--- src/rtl/cdb_pkg.sv ---
// Shared common-data-bus definitions: default widths, requester slot indices,
// the broadcast record used by ID and EXE, and the statistics counter step.
package cdb_pkg;

    localparam int CDB_NUM_REQ = 3;
    localparam int CDB_MAP_W   = 6;
    localparam int CDB_REG_W   = 5;
    localparam int CDB_DATA_W  = 32;

    localparam int CDB_REQ_EXE = 0;
    localparam int CDB_REQ_MEM = 1;
    localparam int CDB_REQ_BR  = 2;

    typedef struct packed {
        logic                  flag;
        logic [CDB_MAP_W-1:0]  map;
        logic [CDB_REG_W-1:0]  reg_idx;
        logic [CDB_DATA_W-1:0] val;
    } cdb_bcast_t;

    function automatic logic [31:0] cdb_sat_inc(input logic [31:0] cnt);
        return (cnt == 32'hFFFF_FFFF) ? cnt : cnt + 32'd1;
    endfunction

endpackage

--- src/rtl/cdb_arbiter_rr.sv ---
// Combinational round-robin picker: first valid request at or after ptr,
// wrapping modulo NUM_REQ; mask suppresses every grant.
module rr_arbiter #(
    parameter int NUM_REQ = 3,
    parameter int PTR_W   = $clog2(NUM_REQ)
) (
    input  logic [NUM_REQ-1:0] req,
    input  logic [PTR_W-1:0]   ptr,
    input  logic               mask,
    output logic [NUM_REQ-1:0] grant,
    output logic [PTR_W-1:0]   grant_idx
);

    logic [PTR_W:0]   sum_s;
    logic [PTR_W-1:0] pos_s;
    logic             hit_s;
    logic             found_s;

    // Scan priority order from ptr; ptr + k never exceeds 2*NUM_REQ-2, so one subtraction wraps it
    always_comb begin
        grant     = {NUM_REQ{1'b0}};
        grant_idx = {PTR_W{1'b0}};
        found_s   = 1'b0;
        sum_s     = {(PTR_W+1){1'b0}};
        pos_s     = {PTR_W{1'b0}};
        hit_s     = 1'b0;
        for (int k = 0; k < NUM_REQ; k++) begin
            sum_s        = {1'b0, ptr} + (PTR_W+1)'(k);
            sum_s        = (sum_s >= (PTR_W+1)'(NUM_REQ)) ? sum_s - (PTR_W+1)'(NUM_REQ) : sum_s;
            pos_s        = sum_s[PTR_W-1:0];
            hit_s        = !mask && !found_s && req[pos_s];
            grant[pos_s] = grant[pos_s] | hit_s;
            grant_idx    = hit_s ? pos_s : grant_idx;
            found_s      = found_s | hit_s;
        end
    end

endmodule

--- src/rtl/cdb_arbiter.sv ---
// Round-robin common-data-bus arbiter with a registered broadcast bus.
// Define CDB_STATS_EN to add the saturating conflict_count output.
module cdb_arbiter
    import cdb_pkg::*;
#(
    parameter int NUM_REQ = CDB_NUM_REQ,
    parameter int MAP_W   = CDB_MAP_W,
    parameter int REG_W   = CDB_REG_W,
    parameter int DATA_W  = CDB_DATA_W
) (
    input  logic                      CLK,
    input  logic                      RESET,
    input  logic                      flush,
    input  logic [NUM_REQ-1:0]        req_valid,
    input  logic [NUM_REQ*MAP_W-1:0]  req_map,
    input  logic [NUM_REQ*REG_W-1:0]  req_reg,
    input  logic [NUM_REQ*DATA_W-1:0] req_val,
    output logic [NUM_REQ-1:0]        req_ready,
    output logic                      broadcast_flag,
    output logic [MAP_W-1:0]          broadcast_map,
    output logic [REG_W-1:0]          broadcast_reg,
    output logic [DATA_W-1:0]         broadcast_val
`ifdef CDB_STATS_EN
    ,
    output logic [31:0]               conflict_count
`endif
);

    localparam int PTR_W = $clog2(NUM_REQ);

    logic [PTR_W-1:0]   rr_ptr_r;
    logic [NUM_REQ-1:0] grant_s;
    logic [PTR_W-1:0]   grant_idx_s;
    logic [PTR_W-1:0]   next_ptr_s;
    logic               accept_s;
    logic [MAP_W-1:0]   sel_map_s;
    logic [REG_W-1:0]   sel_reg_s;
    logic [DATA_W-1:0]  sel_val_s;

    // Reset is folded into the mask so no requester sees ready while it is held
    rr_arbiter #(
        .NUM_REQ (NUM_REQ),
        .PTR_W   (PTR_W)
    ) u_rr (
        .req       (req_valid),
        .ptr       (rr_ptr_r),
        .mask      (flush | RESET),
        .grant     (grant_s),
        .grant_idx (grant_idx_s)
    );

    assign req_ready  = grant_s;
    assign accept_s   = |grant_s;
    assign next_ptr_s = (grant_idx_s == PTR_W'(NUM_REQ - 1)) ? {PTR_W{1'b0}}
                                                             : grant_idx_s + PTR_W'(1);

    // One-hot AND-OR mux of the granted payload
    always_comb begin
        sel_map_s = {MAP_W{1'b0}};
        sel_reg_s = {REG_W{1'b0}};
        sel_val_s = {DATA_W{1'b0}};
        for (int i = 0; i < NUM_REQ; i++) begin
            sel_map_s = sel_map_s | ({MAP_W{grant_s[i]}}  & req_map[i*MAP_W +: MAP_W]);
            sel_reg_s = sel_reg_s | ({REG_W{grant_s[i]}}  & req_reg[i*REG_W +: REG_W]);
            sel_val_s = sel_val_s | ({DATA_W{grant_s[i]}} & req_val[i*DATA_W +: DATA_W]);
        end
    end

    // Broadcast registers and priority pointer; payload holds when nothing is accepted
    always_ff @(posedge CLK or posedge RESET) begin
        if (RESET) begin
            rr_ptr_r       <= {PTR_W{1'b0}};
            broadcast_flag <= 1'b0;
            broadcast_map  <= {MAP_W{1'b0}};
            broadcast_reg  <= {REG_W{1'b0}};
            broadcast_val  <= {DATA_W{1'b0}};
        end else begin
            broadcast_flag <= accept_s;
            if (accept_s) begin
                rr_ptr_r      <= next_ptr_s;
                broadcast_map <= sel_map_s;
                broadcast_reg <= sel_reg_s;
                broadcast_val <= sel_val_s;
            end
        end
    end

`ifdef CDB_STATS_EN
    logic [31:0] conflict_count_r;
    logic        multi_req_s;

    // Two or more bits set exactly when clearing the lowest set bit leaves something
    assign multi_req_s = (req_valid & (req_valid - NUM_REQ'(1))) != {NUM_REQ{1'b0}};

    // Saturating count of contended, non-flushed cycles
    always_ff @(posedge CLK or posedge RESET) begin
        if (RESET) begin
            conflict_count_r <= 32'd0;
        end else if (!flush && multi_req_s) begin
            conflict_count_r <= cdb_sat_inc(conflict_count_r);
        end
    end

    assign conflict_count = conflict_count_r;
`endif

endmodule
--- config.mk ---
export PLATFORM = sky130hd
export DESIGN_NAME = cdb_arbiter
export DESIGN_NICKNAME = d
export VERILOG_FILES = /design/src/rtl/cdb_pkg.sv /design/src/rtl/cdb_arbiter_rr.sv /design/src/rtl/cdb_arbiter.sv
export SDC_FILE = /design/constraint.sdc
export NUM_CORES = 1
export LEC_CHECK = 0
export CAP_MARGIN = 20
export CELL_PAD_IN_SITES_DETAIL_PLACEMENT = 1
export CELL_PAD_IN_SITES_GLOBAL_PLACEMENT = 2
export CORE_MARGIN = 4
export CORE_UTILIZATION = 23
export DETAILED_ROUTE_END_ITERATION = 12
export DONT_BUFFER_PORTS = 1
export PLACE_DENSITY_LB_ADDON = 0.1
export SLEW_MARGIN = 10
export SYNTH_ARGS = -nofsm -noshare
export SYNTH_HDL_FRONTEND = slang
export SYNTH_SLANG_ARGS = --single-unit
--- constraint.sdc ---
create_clock -name CLK -period 5.1 [get_ports CLK]
set_input_delay 0.51 -clock CLK [delete_from_list [all_inputs] [get_ports CLK]]
set_output_delay 0.51 -clock CLK [all_outputs]
set_load 0.03 [all_outputs]
==> reports/results.txt <==
Die Y = 129 um
Critical path class = reg -> out
CP startpoint kind = flop
Share of post-route cells with drive strength above 1 = 0.218
Worst reg2reg path depth = 6
WP data arrival = 2.29 ns
Die width = 129 um
Setup TNS = 0 ns
Setup violators final = 0
Ys Warns = 0
Cell area after synthesis = 0.00337 sq mm
Post-layout util = 0.252
Post-detail-place hpwl = 8.50 mm
Clock root buffer master = clkbuf_16
Slew headroom = 0.396
Cell row count = 43
Yosys cell types = 43
Area Growth Syn to Fin = 5.50%
First-pass GRT wire length = 19.0 mm
Syn nets = 483
Pin count of the biggest net entering global routing = 47
WL/cell = 25.1 um
Unrepaired setup endpoints after global routing = no
R2R Path Start = rr_ptr_r[1]
Die ar. = 0.0166 sq mm
CORE AREA = 0.0141 sq mm
Max reg flops = 32
Nets = 462
Worst Skew = 0.00694 ns
Mapped Avg Cell Area = 9.73 sq um
H-tree levels = 2
Max-cap violation count = 0
Sequential-to-total area share from yosys stat = 0.342
Critical Path Fanout Max = 12
Tightest Hold Check Type = in -> async
Worst setup path startpoint = rr_ptr_r[1]
Fin crit share = 0.549
CTS tree = done
CTS buffer count = 5
Met3 usage = 0.0332
Diodes inserted = 0
Vias in the first global route = 3088
Leakage = 1.42 nW
Fillers = 1646
Post-CTS Resized = 0
Post-Syn Instances = 346
Top_reg_cell synth = dfrtp_1
Min Tclk post-route = 2.80 ns
Synth async-reset ratio = 1.00
Initial cell density of the core = 0.239
WHS = 0.278 ns
All-Layer GR Usage = 0.151
Initial antenna violation count = 0
Global Route met1 Usage = 0.188
Worst Max-Slew Pin Slew = 0.906 ns
Global route hottest layer = met2
Clock-pin slew on the worst setup and hold paths = 0.07 ns
Vias per cell = 5.41
Worst skew pair latency = 0.30 ns
VDD IR-drop max = 0.182 mV
Hold-fix buffer count after cts = 0
Clk sinks = 46
Met2 Use GR = 0.255
Highest clock rate = 357 MHz
Drc violations = 0
Pwr Density = 628 mW/mm^2
Status = completed
Flops & latches, synth = 46
Port bufs = 0
Setup Buffers After CTS = 0
GPL Wtd Cong = 0.724
Max-slew violation count = 0
CTS Buffer Depth = 2
Routed WL = 12.7 mm
Crit. End Element = output pin
Critical path data required time = 4.59 ns
GRT overflow = 0
Router iterations before antenna repair = 4
IO Pins = 182
Post-route ant nets = 0
Routed vias = 2736
DRT iter0 DRCs = 97
EDFF count, synth = 0
Hold Vio Cnt, Final = 0
-- worst max-delay path, cell delays in order, from the launching register on --
cell     delay [ns]
dfrtp_1        0.40
ha_1           0.57
inv_1          0.22
nor4_2         0.41
o31ai_4        0.13
inv_1          0.26
-- per-layer routing --
metal | wire, um | share of wire | vias to the layer above
li1 | - | - | 1225
met1 | 5520 | 0.43 | 1403
met2 | 6290 | 0.50 | 98
met3 | 685 | 0.054 | 10
met4 | 205 | 0.016 | 0
met5 | 0 | 0 | -
-- worst paths after layout --
path / slack (ns) / to
setup / recovery: 2.30 / req_ready[0]
hold / removal: 0.28 / broadcast_val[13]
setup reg to reg: 2.32 / broadcast_map[3]
hold reg to reg: 0.56 / rr_ptr_r[0]
max in group asynchronous: 4.38 / broadcast_val[5]
min in group CLK: 0.33 / broadcast_val[31]
-- synth_stat cells, types with 2 or more instances --
cell	count	area [sq um]
o2111ai_2	39	586
nand3_1	3	15.0
nand2_1	45	169
o21ai_0	44	220
o2111ai_1	4	35.0
clkbuf_1	9	33.8
dfrtp_1	46	1150
buf_6	18	203
a21oi_1	3	15.0
ha_1	2	25.0
buf_2	3	15.0
clkbuf_8	5	68.8
o211ai_1	43	323
inv_1	50	188
or3b_4	2	22.5
nor2_1	2	7.51
nand3b_1	2	15.0
-- per-stage QoR --
stage	std cells	setup WS (ns)	area, sq um	total power, mW
detailed placement	498	2.27	3350	1.81
global placement	497	2.35	3330	1.80
CTS	506	2.25	3550	2.27
finish	506	2.30	3550	2.23
floorplan	346	2.64	3370	1.65
global route	506	2.07	3550	2.36
-- placed cells by master (no fill, tap or decap), drive strengths merged, types with 2 or more instances in the layout --
cell     instances
bufinv           2
dfrtp           46
or2              2
o21ai           44
nor2             2
o2111ai         43
nand3            3
inv             51
buf              8
o31ai            2
a21oi            4
nand3b           2
o211ai          43
ha               2
or3b             2
nand2           45
clkbuf           6
-- kinds of logic after synthesis --
| logic type | after synthesis | share of synthesized area |
|---|---|---|
| AO/OA/AOI/OAI | 146 | 0.401 |
| buffers and inverters | 87 | 0.154 |
| AND/OR/NAND/NOR | 63 | 0.0889 |
| flip-flops | 46 | 0.342 |
| multiplexers | 2 | 0.00743 |
| adder cells (fa/ha/maj) | 2 | 0.00743 |
-- final cells by class --
type,instances,area [sq um],share of cell area
tap,180,225,0.0634
inverter,51,191,0.0539
sequential,46,1150,0.324
clock inverter,2,60.1,0.0169
clock buffer,6,139,0.0391
timing repair buffer,8,72.6,0.0204
multi-input combinational,213,1710,0.482
-- report_power, final --
part	switching, mW	total [mW]	internal, mW
Sequential	0.454	0.983	0.529
Combinational	0.503	0.791	0.288
Clock	0.161	0.455	0.295
Total	1.12	2.23	1.11
Power figures use the tool's default switching activity.
